[src/rtl/cod_seq_ctrl.sv]
// cod_seq_ctrl: symbol sequencer that drives the A/B/C select inputs of the
// 14-segment code encoder.
//
// The 3-bit code advances in one of three ways:
//   - auto ticks from a dwell prescaler while run is high
//   - a debounced push-button step
//   - a synchronous parallel load
// When more than one source is active in a cycle, load wins over the button
// step, and the button step wins over the auto tick.
//
// Ports:
//   clk       in   system clock, rising edge
//   rst_n     in   synchronous active-low reset
//   run       in   1 = auto-advance enabled
//   dir       in   0 = step up (+1), 1 = step down (-1)
//   step_btn  in   raw asynchronous push-button, active high
//   load      in   one-cycle strobe, loads load_val
//   load_val  in   [2:0] value to load; bit2->A, bit1->B, bit0->C
//   A,B,C     out  code bits 2..0, registered
//   wrap      out  one-cycle pulse when the code crosses the 7/0 boundary
//
// Build option COD_SEQ_PINGPONG_EN: auto ticks ignore dir and bounce
// 0..7..0 using an internal direction flag. Button steps still follow dir
// and use modulo-8 arithmetic.
//
// Debounce FSM states:
//   state        | meaning
//   DB_IDLE      | button released, waiting for a synchronised high
//   DB_DEBOUNCE  | high seen, counting consecutive high cycles
//   DB_HELD      | step issued, waiting for release (one step per press)
module cod_seq_ctrl #(
  parameter int unsigned DWELL_CYCLES = 8,
  parameter int unsigned DB_CYCLES    = 4
) (
  input  logic       clk,
  input  logic       rst_n,
  input  logic       run,
  input  logic       dir,
  input  logic       step_btn,
  input  logic       load,
  input  logic [2:0] load_val,
  output logic       A,
  output logic       B,
  output logic       C,
  output logic       wrap
);

  localparam int unsigned PW = (DWELL_CYCLES > 1) ? $clog2(DWELL_CYCLES) : 1;
  localparam int unsigned CW = (DB_CYCLES > 1) ? $clog2(DB_CYCLES) : 1;
  localparam logic [PW-1:0] PRESC_LAST = PW'(DWELL_CYCLES - 1);
  localparam logic [CW-1:0] DB_LAST    = CW'(DB_CYCLES - 1);

  typedef enum logic [1:0] {
    DB_IDLE     = 2'd0,
    DB_DEBOUNCE = 2'd1,
    DB_HELD     = 2'd2
  } db_state_e;

  logic [2:0]    code_q, code_d;
  logic          wrap_q, wrap_d;
  logic [PW-1:0] presc_q, presc_d;
  logic          s1_q, s2_q;
  db_state_e     db_state_q, db_state_d;
  logic [CW-1:0] db_cnt_q, db_cnt_d;
  logic          btn_step;
  logic          tick;
  logic [2:0]    code_up, code_dn;
`ifdef COD_SEQ_PINGPONG_EN
  logic          bounce_q, bounce_d;  // 0 = ticks go up, 1 = ticks go down
`endif

  assign code_up = code_q + 3'd1;
  assign code_dn = code_q - 3'd1;
  assign tick    = run && (presc_q == PRESC_LAST);

  // Debounce FSM; the step is issued combinationally on the final count
  // cycle so the code lands on the same edge the FSM enters DB_HELD.
  always_comb begin
    db_state_d = db_state_q;
    db_cnt_d   = db_cnt_q;
    btn_step   = 1'b0;
    case (db_state_q)
      DB_IDLE: begin
        if (s2_q) begin
          db_state_d = DB_DEBOUNCE;
          db_cnt_d   = '0;
        end
      end
      DB_DEBOUNCE: begin
        if (!s2_q) begin
          db_state_d = DB_IDLE;
        end else if (db_cnt_q == DB_LAST) begin
          btn_step   = 1'b1;
          db_state_d = DB_HELD;
        end else begin
          db_cnt_d = db_cnt_q + CW'(1);
        end
      end
      DB_HELD: begin
        if (!s2_q) db_state_d = DB_IDLE;
      end
      default: db_state_d = DB_IDLE;
    endcase
  end

  // Code update: load > button step > auto tick.
  always_comb begin
    code_d  = code_q;
    wrap_d  = 1'b0;
    presc_d = run ? (presc_q + PW'(1)) : '0;
`ifdef COD_SEQ_PINGPONG_EN
    bounce_d = bounce_q;
`endif
    if (tick) presc_d = '0;
    if (load) begin
      code_d  = load_val;
      presc_d = '0;
    end else if (btn_step) begin
      // A coincident tick is absorbed: the prescaler already restarts.
      if (dir) begin
        code_d = code_dn;
        wrap_d = (code_q == 3'd0);
      end else begin
        code_d = code_up;
        wrap_d = (code_q == 3'd7);
      end
    end else if (tick) begin
`ifdef COD_SEQ_PINGPONG_EN
      if (!bounce_q) begin
        code_d = code_up;
        if (code_up == 3'd7) begin
          bounce_d = 1'b1;
          wrap_d   = 1'b1;
        end
      end else begin
        code_d = code_dn;
        if (code_dn == 3'd0) begin
          bounce_d = 1'b0;
          wrap_d   = 1'b1;
        end
      end
`else
      if (dir) begin
        code_d = code_dn;
        wrap_d = (code_q == 3'd0);
      end else begin
        code_d = code_up;
        wrap_d = (code_q == 3'd7);
      end
`endif
    end
  end

  always_ff @(posedge clk) begin
    if (!rst_n) begin
      code_q     <= 3'd0;
      wrap_q     <= 1'b0;
      presc_q    <= '0;
      s1_q       <= 1'b0;
      s2_q       <= 1'b0;
      db_state_q <= DB_IDLE;
      db_cnt_q   <= '0;
`ifdef COD_SEQ_PINGPONG_EN
      bounce_q   <= 1'b0;
`endif
    end else begin
      code_q     <= code_d;
      wrap_q     <= wrap_d;
      presc_q    <= presc_d;
      s1_q       <= step_btn;
      s2_q       <= s1_q;
      db_state_q <= db_state_d;
      db_cnt_q   <= db_cnt_d;
`ifdef COD_SEQ_PINGPONG_EN
      bounce_q   <= bounce_d;
`endif
    end
  end

  assign A    = code_q[2];
  assign B    = code_q[1];
  assign C    = code_q[0];
  assign wrap = wrap_q;

endmodule

[config.mk]
export PLATFORM = sky130hd
export DESIGN_NAME = cod_seq_ctrl
export DESIGN_NICKNAME = d
export VERILOG_FILES = /design/src/rtl/cod_seq_ctrl.sv
export SDC_FILE = /design/constraint.sdc
export NUM_CORES = 1
export LEC_CHECK = 0
export ABC_AREA = 1
export ABC_CLOCK_PERIOD_IN_PS = 2100
export CORE_AREA = 2 2 39 41
export CTS_BUF_LIST = sky130_fd_sc_hd__clkbuf_4
export CTS_CLUSTER_DIAMETER = 150
export CTS_CLUSTER_SIZE = 24
export DETAILED_ROUTE_END_ITERATION = 16
export DIE_AREA = 0 0 41 43
export PLACE_DENSITY = 0.74
export SYNTH_ARGS = -nofsm -noshare
export SYNTH_HDL_FRONTEND = slang
export SYNTH_SLANG_ARGS = --single-unit
[constraint.sdc]
create_clock -name clk -period 2.1 [get_ports clk]
set_input_delay 0.315 -clock clk [delete_from_list [all_inputs] [get_ports clk]]
set_output_delay 0.315 -clock clk [all_outputs]
set_load 0.01 [all_outputs]
## Yosys cells after proc, flatten, opt, wreduce, memory -nomap -nowiden

Cells that the tools add are included.
W data, S select, Z words.

| operators by class | value |
|---|---|
| $add $sub $neg | 4 |
| eq/ne operators | 10 |
| reductions and logical operators | 9 |
| multipliers | 0 |
| bitwise operators | 2 |
| magnitude comparators | 0 |
| shift-type cells | 0 |
| multiplexer cells | 19 |
| divide/modulo/power cells | 0 |

Operators with widths:

| operator | count |
|---|---|
| $mux W2 | 7 |
| $mux W3 | 4 |
| $ne A2 B2 Y1 const B | 4 |
| $add A3 B1 Y3 const B | 2 |
| $eq A3 B3 Y1 const B | 2 |
| $mux W1 | 6 |
| $pmux W2 S3 | 1 |
| $eq A2 B2 Y1 const B | 2 |
| $pmux W2 S2 | 1 |
| $reduce_and A4 Y1 | 1 |
| $reduce_or A4 Y1 | 1 |
| $logic_not A3 Y1 | 1 |
| $ne A3 B3 Y1 const B | 1 |
| $reduce_and A3 Y1 | 1 |
| $reduce_bool A3 Y1 | 1 |
| $sub A3 B1 Y3 const B | 1 |
| $add A2 B1 Y2 const B | 1 |
| $eq A2 B1 Y1 const B | 1 |
| $logic_not A2 Y1 | 1 |
| $not A1 Y1 | 2 |
| $reduce_bool A2 Y1 | 1 |
| $reduce_or A2 Y1 | 1 |
| $logic_and A1 B1 Y1 | 1 |

| storage, ports and cells | value |
|---|---|
| output and inout bits | 4 |
| register bits after elaboration | 13 |
| memory bits (read-only) | 0 |
| bits in writable memories | 0 |
| word-level logic and storage cells | 51 |
| memories kept | 0 |
| latch bits | 0 |

## Depth between registers and ports, before layout

| logic depth | value |
|---|---|
| word-level depth | 6 |
| depth in mapped cells | 9 |
| depth with buffers taken out | 9 |

## Worst setup path before layout

OpenSTA, ideal clock, no wires.

| path | value |
|---|---|
| path kind | register to register |
| start | register code_q[1] |
| end | register code_q[1] |
| data arrival time | 1245 ps |
| stages on the path, launching flop included | 6 |
| slack | 738 ps |
| cells stage by stage | dfxtp_1 inv_1 fa_1 nor2_1 a21oi_1 a21oi_2 |

| between the ends | value |
|---|---|
| cells in the longest elaborated chain, start to end | 5 |

Ends and longest elaborated chain:

| element | line | text |
|---|---|---|
| start: declaration | 59 | `logic [2:0] code_q, code_d;` |
| start signal: assignment | 167 | `code_q <= code_d;` |
| $add A3 B1 Y3 or $sub A3 B1 Y3 (tied branches) | 72, 73 |  |
| $mux W3 (*) | 120, 143 |  |
| $mux W3 | 127 | `end else if (tick) begin` |
| $mux W3 (*) | 118 | `end else if (btn_step) begin` |
| $mux W3 (*) | 115 | `if (load) begin` |

Every way passes the cells marked *; elsewhere a longest branch is shown, timed or not. The select of a mux whose other input is x is not followed.
A chain may end at the register's enable or synchronous reset.

## Final worst setup path

| path | value |
|---|---|
| start | register code_q[2] |
| end | output port A |

RTL lines:

| element | line | text |
|---|---|---|
| end: declaration | 42 | `output logic A,` |

No word-level cell between the ends.

==> flow_metrics.env <==
export IMPL_status="finished, final reports clean"
export IMPL_die_w_um=41
export IMPL_n_fill_cell=135
export IMPL_synth_mux_area_frac=0
export IMPL_synth_nets=93
export IMPL_dieArea_um2=1763
export IMPL_syn_inst=80
export IMPL_slowest_delay_ps=560
export IMPL_finalWorstSetupSlack_ps=547.9
export IMPL_grt_pass1_vias=437
export IMPL_postCtsSetupBuffers=0
export IMPL_timing_max_slew_rel_slack=0.7919
export IMPL_yosys_area_share_simple=0.2671
export IMPL_fin_setup_tns_ps=0
export IMPL_cp_max_fo=5
export IMPL_use_met1=0.1579
export IMPL_ir_drop_v=0.0003767
export IMPL_synthAdderAreaFrac=0.09237
export IMPL_grt_pass1_wl_mm=1.607
export IMPL_drc=0
export IMPL_core_um2=1384
export IMPL_synth_compound_gate_area_share=0.1004
export IMPL_final_cells=111
export IMPL_synth_xor_area_frac=0.01406
export IMPL_critical_path_arrival_ps=1240
export IMPL_slowest_stage="clkdlybuf4s50_1"
export IMPL_place_gp_congestion=0.6939
export IMPL_timing_final_crit_share=0.7391
export IMPL_hold_buffers=0
export IMPL_clk_pin_slew_ps=90
export IMPL_power_density_nw_per_um2=618.5
export IMPL_grtUsageMet3=0.04712
export IMPL_ys_seq_elements=13
export IMPL_wl_per_cell_um=9.126
export IMPL_cts_root_buf="clkbuf_4"
export IMPL_synth_commonest_cells="nand2_1, inv_1, dfxtp_1"
export IMPL_drive_above_1_share=0.1263
export IMPL_top_usage_layer="met2"
export IMPL_final_seq_area_um2=260.3
export IMPL_crit_chain="clkdlybuf4s50_1"
export IMPL_hold_violations=0
export IMPL_portBuffers=12
export IMPL_cp_end_kind="output port"
export IMPL_antenna_found_initial=0
export IMPL_worstMarginPinSlew_ps=311.1
export IMPL_row_count=14
export IMPL_power_leakage_uw=0.0003769
export IMPL_synth_cell_types=20
export IMPL_synthFlopType="dfxtp_1"
export IMPL_finalSetupViolCount=0
export IMPL_critPathKind="reg -> out"
export IMPL_syn_cell_area_um2=623.1
export IMPL_synth_most_common_cell="nand2_1"
export IMPL_power_uw=484.5
export IMPL_initial_core_util=0.4503
export IMPL_cts_sinks=13
export IMPL_use_met2=0.2063
export IMPL_multi_input_area_um2=295.3
export IMPL_ant_nets=0
export IMPL_grt_ovfl_total=0
export IMPL_crit_required_ps=1780
export IMPL_vias_per_cell=4.667
export IMPL_nets=109
export IMPL_grt_start_max_net_pins=10
export IMPL_synth_edf_count=0
export IMPL_synth_avg_cell_area_um2=7.789
export IMPL_tritoncts="yes"
export IMPL_synth_warnings=0
export IMPL_yosysTopAreaCellShare=0.4177
export IMPL_antenna_cells=0
export IMPL_drt_first_iter_violations=3
export IMPL_cp_start_kind="flop"
export IMPL_ctsHtreeMaxLevel=1
export IMPL_drv_slew=0
export IMPL_ys_seq_area_frac=0.4177
export IMPL_dpl_cell_count=107
export IMPL_utilization=0.5660
export IMPL_ios=13
export IMPL_finalCriticalPeriod_ps=1552
export IMPL_cts_max_path_buffers=2
export IMPL_area_growth_pct=25.70
export IMPL_synth_top_family_by_area="simple AND/OR/NAND/NOR gates"
export IMPL_cp_num_buf_inv=1
export IMPL_post_cts_resize_count=0
export IMPL_die_h_um=43
export IMPL_clkLatencyLatePin_ps=280
export IMPL_async_flop_share=0
export IMPL_post_place_ws_ps=377.3
export IMPL_hpwl_um=750.9
export IMPL_fmax_mhz=644.3
export IMPL_critPathTopFamily="buffers and inverters"
export IMPL_grt_use_total=0.1426
export IMPL_max_cap_violations=0
export IMPL_dr_pass1_iters=2
export IMPL_hold_path_class="reg -> reg"
export IMPL_vias=518
export IMPL_fin_skew_ps=4.198
export IMPL_numCtsBuffers=3
export IMPL_post_synth_top_area_cell="dfxtp_1"
export IMPL_grt_setup_unrepaired="false"
export IMPL_routed_wl_mm=1.013
export IMPL_synthTopCellsByArea="dfxtp_1, nand2_1, inv_1"
cell type report:
class | instances | share of cell area
multi-input cells | 50 | 0.3770
flip-flops and latches | 13 | 0.3323
repair buffers | 12 | 0.1534
inverters | 16 | 0.07668
clock buffers | 3 | 0.02875
well taps | 16 | 0.02556
clock inverters | 1 | 0.006390
registers in the layout, indices dropped and copies added, names as in the netlist:
signal	flops
code_q	3
db_cnt_q	2
db_state_q	2
presc_q	3
s1_q	1
s2_q	1
wrap	1
cell usage in the layout (no fill, tap or decap), types with 2 or more instances in the layout:
cell,instances
nand3_1,4
o21ai_0,2
dfxtp_1,13
nand2_2,2
a21oi_1,5
ha_1,3
nand2_1,17
a21oi_2,2
inv_1,15
nand4_1,3
clkbuf_4,3
clkdlybuf4s50_1,12
nor2_1,5
path summary, 6_finish.rpt:
check | from | end | slack [ps] | cells after the start
max | code_q[2] | A | 550 | 1
min reg2reg | s1_q | s2_q | 420 | 2
max reg2reg | code_q[1] | code_q[1] | 730 | 5
min | s1_q | s2_q | 420 | 2
per-stage QoR:
step	hold slack [ps]	cell area, um^2
3_5_place_dp	401.8	755.7
2_1_floorplan	390.5	623.1
3_3_place_gp	392.8	755.7
5_1_grt	457.0	783.3
4_1_cts	433.9	783.3
6_report	424.7	783.3
cells by family (layout without fill, tap and decap cells):
family / Yosys count / after routing
and+or+nand+nor: 35 / 35
adders and majority gates: 4 / 4
xor gates and xnor gates: 1 / 1
buffers and inverters: 17 / 32
DFF: 13 / 13
AOI/OAI and AO/OA: 10 / 10
metal layers:
layer,vias up,share of wire
met5,-,0
met4,0,0.036
met3,4,0.057
met2,14,0.41
met1,218,0.49
li1,282,-
worst min-delay path, stage by stage, from the launching register on:
cell     delay (ps)
dfxtp_1         310
nand2_1          50
inv_1            40
report_power, final:
part           switching (uW)  internal [uW]
clock                    89.4           70.8
combinational            32.3           33.7
sequential               4.58            254
total                     126            358
(Power assumes the default switching activity.)
